`src/rtl/uart_pkg.sv`:
```
// Shared UART definitions: FSM state encoding, frame width and baud timing helpers.
package uart_pkg;

    localparam int DATA_BITS = 8;

    typedef logic [2:0] uart_state_t;

    localparam logic [2:0] ST_IDLE      = 3'd0;
    localparam logic [2:0] ST_START     = 3'd1;
    localparam logic [2:0] ST_DATA      = 3'd2;
    localparam logic [2:0] ST_STOP      = 3'd3;
    localparam logic [2:0] ST_WAIT_HIGH = 3'd4;

    // Clock cycles per bit period (integer division, truncating).
    function automatic int calc_bit(input int clock_frequency, input int baud_rate);
        return clock_frequency / baud_rate;
    endfunction

    // Cycles from start-bit edge detection to the middle of the start bit.
    function automatic int calc_half(input int clock_frequency, input int baud_rate);
        return calc_bit(clock_frequency, baud_rate) / 2;
    endfunction

endpackage

```
`src/rtl/uart_sync2.sv`:
```
// Two-flop synchroniser for an asynchronous input; resets to 1 (idle level of a UART line).
module uart_sync2 (
    input  logic clk,
    input  logic reset,
    input  logic d,
    output logic q
);

    logic meta;

    // Shift the async input through two flops to settle metastability.
    always_ff @(posedge clk) begin
        if (!reset) begin
            meta <= 1'b1;
            q    <= 1'b1;
        end else begin
            meta <= d;
            q    <= meta;
        end
    end

endmodule

```
`src/rtl/uart_rx_core.sv`:
```
// 8N1 UART receiver: centre-samples each bit and hands bytes out over valid/ready.
//
//   state     | meaning
//   ----------+-----------------------------------------------------------
//   IDLE      | line high, waiting for a falling edge
//   START     | counting to mid start bit, re-check it is still low
//   DATA      | sampling the 8 data bits at their centres, LSB first
//   STOP      | counting to mid stop bit, deliver byte or flag framing error
//   WAIT_HIGH | after a framing error, hold until the line returns high
module uart_rx_core
    import uart_pkg::*;
#(
    parameter int CLOCK_FREQUENCY = 100_000_000,
    parameter int BAUD_RATE       = 9600
) (
    input  logic                 clk,
    input  logic                 reset,
    input  logic                 in,
    output logic [DATA_BITS-1:0] data_out,
    output logic                 valid,
    input  logic                 ready,
    output logic                 idle,
    output logic                 frame_err,
    output logic                 overrun
);

    localparam int BIT  = calc_bit(CLOCK_FREQUENCY, BAUD_RATE);
    localparam int HALF = calc_half(CLOCK_FREQUENCY, BAUD_RATE);
    localparam int CW   = $clog2(BIT);

    localparam logic [CW-1:0] BIT_M1   = CW'(BIT - 1);
    localparam logic [CW-1:0] HALF_M1  = CW'(HALF - 1);
    localparam logic [CW-1:0] CNT_ONE  = CW'(1);
    localparam logic [2:0]    LAST_BIT = 3'(DATA_BITS - 1);

    logic                 rx_s;
    uart_state_t          state;
    logic [CW-1:0]        cnt;
    logic [2:0]           bitcnt;
    logic [DATA_BITS-1:0] shift;
    logic                 cnt_zero;

    uart_sync2 u_sync (
        .clk   (clk),
        .reset (reset),
        .d     (in),
        .q     (rx_s)
    );

    assign cnt_zero = (cnt == '0);
    assign idle     = (state == ST_IDLE);

    // Frame FSM, baud down-counter, shift register and output handshake.
    always_ff @(posedge clk) begin
        if (!reset) begin
            state     <= ST_IDLE;
            cnt       <= '0;
            bitcnt    <= '0;
            shift     <= '0;
            data_out  <= '0;
            valid     <= 1'b0;
            frame_err <= 1'b0;
            overrun   <= 1'b0;
        end else begin
            frame_err <= 1'b0;
            overrun   <= 1'b0;
            if (valid && ready) begin
                valid <= 1'b0;
            end

            case (state)
                ST_IDLE: begin
                    if (!rx_s) begin
                        state <= ST_START;
                        cnt   <= HALF_M1;
                    end
                end
                ST_START: begin
                    if (cnt_zero) begin
                        if (!rx_s) begin
                            state  <= ST_DATA;
                            cnt    <= BIT_M1;
                            bitcnt <= '0;
                        end else begin
                            state <= ST_IDLE;
                        end
                    end else begin
                        cnt <= cnt - CNT_ONE;
                    end
                end
                ST_DATA: begin
                    if (cnt_zero) begin
                        shift  <= {rx_s, shift[DATA_BITS-1:1]};
                        bitcnt <= bitcnt + 3'd1;
                        cnt    <= BIT_M1;
                        if (bitcnt == LAST_BIT) begin
                            state <= ST_STOP;
                        end
                    end else begin
                        cnt <= cnt - CNT_ONE;
                    end
                end
                ST_STOP: begin
                    if (cnt_zero) begin
                        if (rx_s) begin
                            state    <= ST_IDLE;
                            data_out <= shift;
                            valid    <= 1'b1;
                            // Taking over an unconsumed byte is an overrun unless
                            // the consumer is accepting it on this very edge.
                            if (valid && !ready) begin
                                overrun <= 1'b1;
                            end
                        end else begin
                            state     <= ST_WAIT_HIGH;
                            frame_err <= 1'b1;
                        end
                    end else begin
                        cnt <= cnt - CNT_ONE;
                    end
                end
                ST_WAIT_HIGH: begin
                    if (rx_s) begin
                        state <= ST_IDLE;
                    end
                end
                default: begin
                    state <= ST_IDLE;
                end
            endcase
        end
    end

endmodule
```
`config.mk`:
```
export PLATFORM = sky130hd
export DESIGN_NAME = uart_rx_core
export DESIGN_NICKNAME = d
export VERILOG_FILES = /design/src/rtl/uart_pkg.sv /design/src/rtl/uart_sync2.sv /design/src/rtl/uart_rx_core.sv
export SDC_FILE = /design/constraint.sdc
export NUM_CORES = 1
export LEC_CHECK = 0
export BUFFER_PORTS_ARGS = -buffer_cell sky130_fd_sc_hd__buf_4
export CORE_ASPECT_RATIO = 0.8
export CORE_UTILIZATION = 24
export CTS_CLUSTER_DIAMETER = 40
export DETAILED_ROUTE_END_ITERATION = 8
export GPL_TIMING_DRIVEN = 1
export PLACE_DENSITY_LB_ADDON = 0.15
export SLEW_MARGIN = 40
export SYNTH_ARGS = -nofsm -noshare
export SYNTH_HDL_FRONTEND = slang
export SYNTH_SLANG_ARGS = --single-unit
```
`constraint.sdc`:
```
create_clock -name clk -period 6 [get_ports clk]
set_input_delay 0.3 -clock clk [delete_from_list [all_inputs] [get_ports clk]]
set_output_delay 0.3 -clock clk [all_outputs]
set_load 0.05 [all_outputs]
```
==> impl_metrics.yaml, run 1 <==
outcome:
  status: "completed"
floorplan:
  coreArea_um2: 7980
  rows: 29
  start_util_pct: 25.0
  die_area_um2: 8690
  die_w_um: 104
  die_h_um: 83.6
  ios: 16
yosys:
  synth_top_area_share_pct: 41.1
  synthTopCellsByCount: "41 x dfxtp_1, 20 x nor2b_1, 16 x a21oi_1, 16 x mux2i_1, 13 x nand2_1"
  synth-seq-cells: 41
  synth_edf_count: 0
  synth.area.top_cells: "dfxtp_1 41%, mux2i_1 8.0%, nor2b_1 6.3%"
  yosysWarnings: 0
  syn-cell-area_um2: 2000
  yosysTopAreaCell: "dfxtp_1"
  synthArstFlopShare_pct: 0
  ys.flop_type: "dfxtp_1"
  synth_cell_types: 45
  ys_seq_area_share_pct: 41.1
  synth.net_count: 218
  yosysMostFrequentCell: "dfxtp_1"
  avgSynthCellArea_um2: 9.51
  netlist_instances: 210
finish:
  antenna_cells: 0
  finalNetCount: 231
  drive_gt1_share_pct: 18.3
  area_growth_pct: 16.5
  num-fill-cells: 863
placed_design:
  pre_cts_slack_ns: 3.60
  gp_congestion: 0.747
  dpl.hpwl_um: 3100
  port_buffers: 15
detailed_routing:
  wl_per_cell_um: 13.8
  final_antenna_net_count: 0
  drc: 0
  viasPerCell: 4.66
  dr.pass1.iters: 6
  wirelength_um: 4580
  num_vias: 1547
  drt-initial-drc-count: 70
power:
  p_leak_nw: 0.829
  p_per_area_nw_per_um2: 277
  ir_drop_mv: 0.0811
clock_tree:
  clock_sinks: 41
  cts_setup_buffers: 0
  clkSlewWorstSetupHoldPaths_ns: 0.08
  clk_latency_ns: 0.30
  htree_levels: 2
  cts_max_path_buffers: 2
  ctsHoldBuffers: 0
  cts_tree: "yes"
  ctsResizeCount: 0
  cts_made_buffers: 5
  clockRootBuffer: "clkbuf_8"
sta:
  final_hold_viol_count: 0
  tightest_slew_ns: 0.674
  max_slew_margin_pct: 55.1
  fin_ws_ns: 3.63
  fin_tns_setup_ns: 0
  finalCritPeriodShare_pct: 39.5
  rsz0062_at_grt: "no"
  fin_crit_ns: 2.37
  slew_viol_final: 0
  setup_viol: 0
  skew_ns: 0.0124
  max_freq_mhz: 422
global_routing:
  grt_usage_pct: 11.2
  grt_pass1_vias: 1496
  antenna_found_initial: 0
  globalRouteOverflowTotal: 0
  grt_first_pass_wirelength_um: 7700
  grt_max_degree: 42
critical_path:
  worst-endpoint-required_ns: 6.19
  crit_arrival_ns: 2.56
  cp-end-kind: "flip-flop"
  cp_max_fo: 12
  path_class: "flip-flop to flip-flop"
  cp-start-kind: "flip-flop"
  reg2reg_slack_ns: 3.63
job:
  drv_cap: 0
worst_hold_path:
  worstHoldPathType: "input pin to flip-flop"
-- layer usage --
metal / part of all wire [%] / GRT usage [%] / vias up
met1: 54 / 16.0 / 715
li1: - / - / 790
met4: 2.1 / 5.58 / 0
met2: 40 / 15.5 / 33
met5: 0 / 0 / -
met3: 3.5 / 2.73 / 9
-- final cells by class --
| type | instances | area, µm² | area share [%] |
|---|---|---|---|
| timing repair buffer | 17 | 128 | 5.48 |
| clock buffer | 6 | 82.6 | 3.55 |
| tap | 108 | 135 | 5.81 |
| sequential | 41 | 821 | 35.3 |
| clock inverter | 2 | 37.5 | 1.61 |
| inverter | 5 | 18.8 | 0.806 |
| multi-input combinational | 153 | 1100 | 47.5 |
-- power breakdown --
group	leakage [nW]	switching, mW	internal [mW]
logic	0.439	0.0690	0.0433
clock network	0.0574	0.103	0.135
registers	0.332	0.0124	0.280
-- critical path: stages (launching register included) --
cell and delay [ns]:
dfxtp_1 0.37, nor3_2 0.52, and4_1 0.56, a21oi_1 0.32, a21boi_0 0.21, o221a_2 0.27
-- state kept, by name, summed over array words and instances (netlist names) --
| register | cells |
|---|---|
| cnt | 14 |
| data_out | 8 |
| shift | 8 |
| bitcnt | 3 |
| state | 3 |
| frame_err | 1 |
| overrun | 1 |
| u_sync.meta | 1 |
| u_sync.q | 1 |
| valid | 1 |
-- kinds of logic after synthesis --
logic type / after synthesis / share of synthesized area, %
AND/OR/NAND/NOR: 79 / 25.7
AO/OA/AOI/OAI: 53 / 18.2
flip-flops: 41 / 41.1
buffers and inverters: 16 / 4.07
multiplexers: 16 / 8.02
adder cells (fa/ha/maj): 4 / 2.51
XOR/XNOR: 1 / 0.439
-- through the flow --
step                instances  utilization (%)  hold slack (ns)  area, µm²  power (mW)
floorplan                 210                -            0.386       2000       0.385
global placement          323             27.5            0.397       2200       0.411
detailed placement        323             27.6            0.422       2200       0.410
CTS                       331             29.1            0.179       2320       0.652
global route              332             29.2            0.179       2330       0.678
finish                    332             29.2            0.185       2330       0.644
-- placed cells by master (no fill, tap or decap), types with 3 or more instances in the layout --
| cell | n |
|---|---|
| dfxtp_1 | 41 |
| nor2b_1 | 20 |
| buf_4 | 17 |
| a21oi_1 | 16 |
| mux2i_1 | 16 |
| nand2_1 | 13 |
| nand3_1 | 7 |
| nor2_1 | 6 |
| o21ai_0 | 6 |
| clkbuf_8 | 6 |
| inv_1 | 5 |
| a22oi_1 | 5 |
| o221a_2 | 5 |
| nor3b_1 | 4 |
| nand2b_1 | 4 |
| ha_1 | 4 |
| nor3_2 | 3 |
| and2_1 | 3 |
| nand4_1 | 3 |
| o21ai_1 | 3 |
| a21boi_0 | 3 |
-- final timing paths --
check,from,endpoint,depth (start not counted)
worst min register to register,u_sync.meta,u_sync.q,1
worst min-delay path,in,u_sync.meta,2
worst max-delay path,cnt[6],cnt[10],5
worst max register to register,cnt[6],cnt[10],5
(Power assumes the default switching activity.)
==> inputs of run 2 (changes only) <==
- ABC_AREA: unset -> 1
- clock period: 6 -> 2.05 ns (I/O delays scaled with it)
==> run 2 against run 1 <==
Against the previous run:
- via count is 16% higher
- clock-buffer cell count is 1 lower
- total power grew to 5.1 times the previous value
- routed wire length is 1.9% higher
- critical endpoint is now data_out[2]
==> impl_metrics.yaml, run 2 <==
placed_design:
  port_buffers: 15
  gp_congestion: 0.823
  dpl_cell_area_um2: 2210
  dpl.hpwl_um: 3340
yosys:
  synthTopCellsByCount: "60 x nor2_1, 53 x nand2_1, 41 x dfxtp_1, 27 x o21ai_0, 23 x inv_1"
  yosysWarnings: 0
  synth_cell_types: 31
  synth.net_count: 287
  avgSynthCellArea_um2: 7.05
  ys_seq_area_share_pct: 41.7
  synth_top_area_share_pct: 41.7
  synth.area.top_cells: "dfxtp_1 42%, nor2_1 11%, nand2_1 10%"
  yosysMostFrequentCell: "nor2_1"
  synthArstFlopShare_pct: 0
  synth_edf_count: 0
  ys.flop_type: "dfxtp_1"
  yosysTopAreaCell: "dfxtp_1"
  synth-seq-cells: 41
  syn-cell-area_um2: 1970
  netlist_instances: 279
global_routing:
  grt_first_pass_wirelength_um: 8200
  grt_usage_pct: 12.1
  met3_usage_pct: 2.86
  globalRouteOverflowTotal: 0
  busiest_layer: "met1"
  grt_max_degree: 27
  antenna_found_initial: 0
  use_met2_pct: 17.2
  grt_pass1_vias: 1650
  use_met1_pct: 18.1
clock_tree:
  ctsResizeCount: 0
  cts_tree: "yes"
  clock_sinks: 41
  clk_latency_ns: 0.30
  cts_made_buffers: 5
  cts_max_path_buffers: 2
  cts_setup_buffers: 0
  ctsHoldBuffers: 1
  clockRootBuffer: "clkbuf_8"
  clkSlewWorstSetupHoldPaths_ns: 0.09
  htree_levels: 2
power:
  pwr-share-comb_pct: 50.4
  p_per_area_nw_per_um2: 1410
  p_sw_mw: 1.54
  p_leak_nw: 1.06
  ir_drop_mv: 0.380
  swShare_pct: 47.4
  p_int_mw: 1.71
  seqPwrFrac_pct: 31.9
  p_clk_share_pct: 17.7
sta:
  fin_tns_setup_ns: 0
  skew_ns: 0.00512
  max_slew_margin_pct: 62.2
  fin_crit_ns: 1.68
  slew_viol_final: 0
  setup_viol: 0
  max_freq_mhz: 594
  final_hold_viol_count: 0
  rsz0062_at_grt: "no"
  finalCritPeriodShare_pct: 82.1
  tightest_slew_ns: 0.566
detailed_routing:
  wl_per_cell_um: 11.4
  dr.pass1.iters: 4
  wirelength_um: 4670
  drt-initial-drc-count: 99
  drc: 0
  viasPerCell: 4.38
  num_vias: 1791
  final_antenna_net_count: 0
floorplan:
  die_w_um: 103
  start_util_pct: 24.8
  ios: 16
  die_area_um2: 8570
  coreArea_um2: 7950
  die_h_um: 83.0
  rows: 29
finish:
  antenna_cells: 0
  finalNetCount: 308
  area_growth_pct: 17.5
  top_regs: "cnt: 14 flops, data_out: 8 flops, shift: 8 flops"
  num-fill-cells: 869
  final_common_cell: "nor2_1"
  fin_area_um2: 2310
  drive_gt1_share_pct: 14.0
  largest_reg_flops: 14
  final_cell_mix: "60 x nor2_1, 53 x nand2_1, 41 x dfxtp_1, 27 x o21ai_0, 23 x inv_1"
  max_flop_register: "cnt"
  final_util_pct: 29.1
worst_hold_path:
  worstHoldPathType: "input pin to flip-flop"
  hold_end: "overrun"
  whs_path_depth: 4
  hold_start: "ready"
critical_path:
  slowest_delay_ns: 0.33
  critPathMostFrequentCell: "nor2_1"
  rr_worst_depth: 8
  cp_slowest_cell: "dfxtp_1"
  crit_arrival_ns: 1.88
  worst-path-buf-inv: 1
  worst-endpoint-required_ns: 2.25
  crit_chain: "nor2_1 -> nand2_1 -> nor2_8 -> nand2_4 -> nor3_4 -> inv_4 -> nor2_1 -> nor2_1"
  path_class: "flip-flop to flip-flop"
  r2r_start: "cnt[9]"
  cpLargestDelayFamily: "simple AND/OR/NAND/NOR gates"
  cp.depth: 8
  cp-start-kind: "flip-flop"
  cp_max_fo: 10
  cp-end-kind: "flip-flop"
  r2r-end: "data_out[2]"
  reg2reg_slack_ns: 0.37
outcome:
  status: "completed"
job:
  drv_cap: 0
-- run 2: tightest hold or removal path: stages --
cell and delay, ns:
buf_4 0.07, nor2_1 0.03, nand2_1 0.08, nor2_1 0.05
-- run 2: area by class of cell --
class	instances	area (µm²)	share of cell area [%]
Clock inverter	3	25.0	1.08
Multi-Input combinational cell	207	1020	44.0
Tap cell	108	135	5.84
Clock buffer	5	68.8	2.98
Timing Repair Buffer	19	145	6.28
Sequential cell	41	821	35.5
Inverter	26	100	4.33
-- run 2: cell families after synthesis --
| logic type | synth area share (%) |
|---|---|
| buffers and inverters | 6.61 |
| and+or+nand+nor | 34.5 |
| AOI/OAI and AO/OA | 13.4 |
| xor gates and xnor gates | 1.34 |
| DFF | 41.7 |
| adders and majority gates | 2.54 |
-- run 2: worst max-delay path by stage --
stage             start           to  slack [ns]
4_1_cts          cnt[9]  data_out[2]        0.33
3_3_place_gp     cnt[0]  data_out[7]        0.41
3_5_place_dp     cnt[9]  data_out[2]        0.34
2_1_floorplan  state[2]         idle        0.51
5_1_grt          cnt[5]  data_out[6]        0.18
6_report         cnt[9]  data_out[2]        0.37
-- run 2: power by group through the flow --
stage / clock (mW) / combinational (mW) / sequential [mW]
2_1_floorplan: 0 / 1.34 / 1.02
4_1_cts: 0.599 / 1.65 / 1.04
3_5_place_dp: 0 / 1.64 / 1.06
5_1_grt: 0.636 / 1.87 / 1.06
3_3_place_gp: 0 / 1.65 / 1.06
6_report: 0.575 / 1.64 / 1.04
-- run 2: per-stage QoR --
step	hold slack [ns]	total power [mW]	setup WS, ns	std cells
global route	0.0957	3.57	0.184	409
finish	0.0877	3.25	0.366	409
detailed placement	0.293	2.70	0.338	400
floorplan	0.209	2.36	0.505	279
CTS	0.0775	3.29	0.331	409
global placement	0.290	2.71	0.405	400
-- run 2: layer usage --
| metal | share of wire, % | vias up |
|---|---|---|
| met4 | 1.0 | 0 |
| li1 | - | 941 |
| met2 | 41 | 19 |
| met3 | 3.1 | 4 |
| met5 | 0 | - |
| met1 | 55 | 827 |
==> inputs of run 3 (changes only) <==
- clock period: 2.05 -> 1.7 ns (I/O delays scaled with it)
==> run 3 against run 2 <==
Against the previous run:
- non-clock buffer count is 13 higher
- maximum frequency is 7.9% higher
- routed wire length is 0.92% higher
- via count is 2.5% higher
==> impl_metrics.yaml, run 3 (synthesis results as in run 2) <==
outcome:
  status: "completed"
floorplan:
  die_h_um: 83.0
  coreArea_um2: 7950
  rows: 29
  ios: 16
  die_area_um2: 8570
  start_util_pct: 24.8
  die_w_um: 103
power:
  p_per_area_nw_per_um2: 1690
  totalPowerFinal_mw: 4.15
  p_leak_nw: 1.13
  ir_drop_mv: 0.476
finish:
  antenna_cells: 0
  max_flop_register: "cnt"
  multiInputGateArea_um2: 1050
  final_cell_mix: "55 x nor2_1, 51 x nand2_1, 40 x dfxtp_1, 30 x buf_4, 25 x o21ai_0"
  final_common_cell: "nor2_1"
  area_growth_pct: 24.5
  finalNetCount: 321
  largest_reg_flops: 14
  drive_gt1_share_pct: 21.0
  num-fill-cells: 880
  top_regs: "cnt: 14 flops, data_out: 8 flops, shift: 8 flops"
  regArea_um2: 822
  final_cells: 422
  final_util_pct: 30.8
detailed_routing:
  wl_per_cell_um: 11.2
  num_vias: 1836
  drt-initial-drc-count: 41
  final_antenna_net_count: 0
  dr.pass1.iters: 4
  viasPerCell: 4.35
  wirelength_um: 4710
  drc: 0
critical_path:
  path_class: "flip-flop to flip-flop"
  crit_start: "cnt[0]"
  r2r_start: "cnt[0]"
  cp-start-kind: "flip-flop"
  worst-endpoint-required_ns: 1.93
  cp-end-kind: "flip-flop"
  cp_max_fo: 8
  crit_arrival_ns: 1.80
clock_tree:
  htree_levels: 2
  clk_latency_ns: 0.29
  clock_sinks: 41
  cts_tree: "yes"
  clkSlewWorstSetupHoldPaths_ns: 0.09
  clockRootBuffer: "clkbuf_8"
  cts_made_buffers: 5
  cts_max_path_buffers: 2
job:
  drv_cap: 0
sta:
  fin_tns_setup_ns: 0
  skew_ns: 0.00792
  setup_viol: 0
  tightest_slew_ns: 0.576
  max_freq_mhz: 641
  finalCritPeriodShare_pct: 91.8
  slew_viol_final: 0
  rsz0062_at_grt: "yes"
  fin_crit_ns: 1.56
  max_slew_margin_pct: 61.5
  final_hold_viol_count: 0
placed_design:
  port_buffers: 15
  gp_congestion: 0.773
  dpl.hpwl_um: 3420
  placedCellCount: 411
worst_hold_path:
  worstHoldPathType: "input pin to flip-flop"
  hold_start: "ready"
global_routing:
  grt_first_pass_wirelength_um: 8180
  grt_usage_pct: 12.3
  antenna_found_initial: 0
  grt_max_degree: 26
  globalRouteOverflowTotal: 0
  grt_pass1_vias: 1748
[run 3: cell count changes in the layout (fill, tap and decap cells not counted), sizes merged]
cell,delta
clkinvlp,-1
buf,+13
clkinv,+3
inv,-2
[run 3: final cells by class]
type | count | share of cell area (%)
Multi-Input combinational cell | 207 | 43.0
Sequential cell | 41 | 33.6
Timing Repair Buffer | 32 | 10.1
Tap cell | 108 | 5.52
Inverter | 26 | 4.19
Clock buffer | 5 | 2.81
Clock inverter | 3 | 0.919
[run 3: path summary, 6_finish.rpt]
path,to,depth (start not counted),slack [ns]
max reg2reg,data_out[1],9,0.14
min,overrun,4,0.06
min reg2reg,u_sync.q,1,0.42
max,data_out[1],9,0.14
[run 3: report_power, final]
| part | internal [mW] | total, mW | leakage, nW | switching (mW) |
|---|---|---|---|---|
| sequential | 1.11 | 1.25 | 0.333 | 0.139 |
| clock | 0.292 | 0.658 | 0.0481 | 0.366 |
| combinational | 0.838 | 2.25 | 0.748 | 1.41 |
| total | 2.24 | 4.15 | 1.13 | 1.92 |
[run 3: critical path: stages, from the launching register on]
cell and delay [ns]:
dfxtp_2 0.33, inv_4 0.08, ha_4 0.13, nand2_2 0.06, nor2_4 0.19, nand2_4 0.11, nor3_4 0.26, buf_6 0.16
o21ai_0 0.08, nor2_1 0.10
[run 3: layer usage]
layer / GRT usage [%] / wire length [µm] / vias to the layer above
li1: - / - / 976
met1: 17.3 / 2470 / 840
met2: 18.2 / 2070 / 16
met3: 3.37 / 131 / 4
met4: 3.20 / 39 / 0
met5: 0 / 0 / -
[run 3: per-stage QoR]
step | instance area (µm²) | hold WS (ns) | setup WS (ns)
5_1_grt | 2450 | 0.0661 | -0.0116
3_5_place_dp | 2290 | 0.277 | 0.0394
3_3_place_gp | 2290 | 0.276 | 0.0646
2_1_floorplan | 1970 | 0.192 | 0.173
4_1_cts | 2390 | 0.0507 | 0.0726
6_report | 2450 | 0.0612 | 0.139
[run 3: timing repair]
action,4_1_cts,5_1_grt
endpoints found under the hold margin,1,0
endpoints found under the setup margin,1,30
resized for setup,1,16
gates cloned,0,0
setup buffers,0,2
pin swaps,0,6
hold buffers,1,0
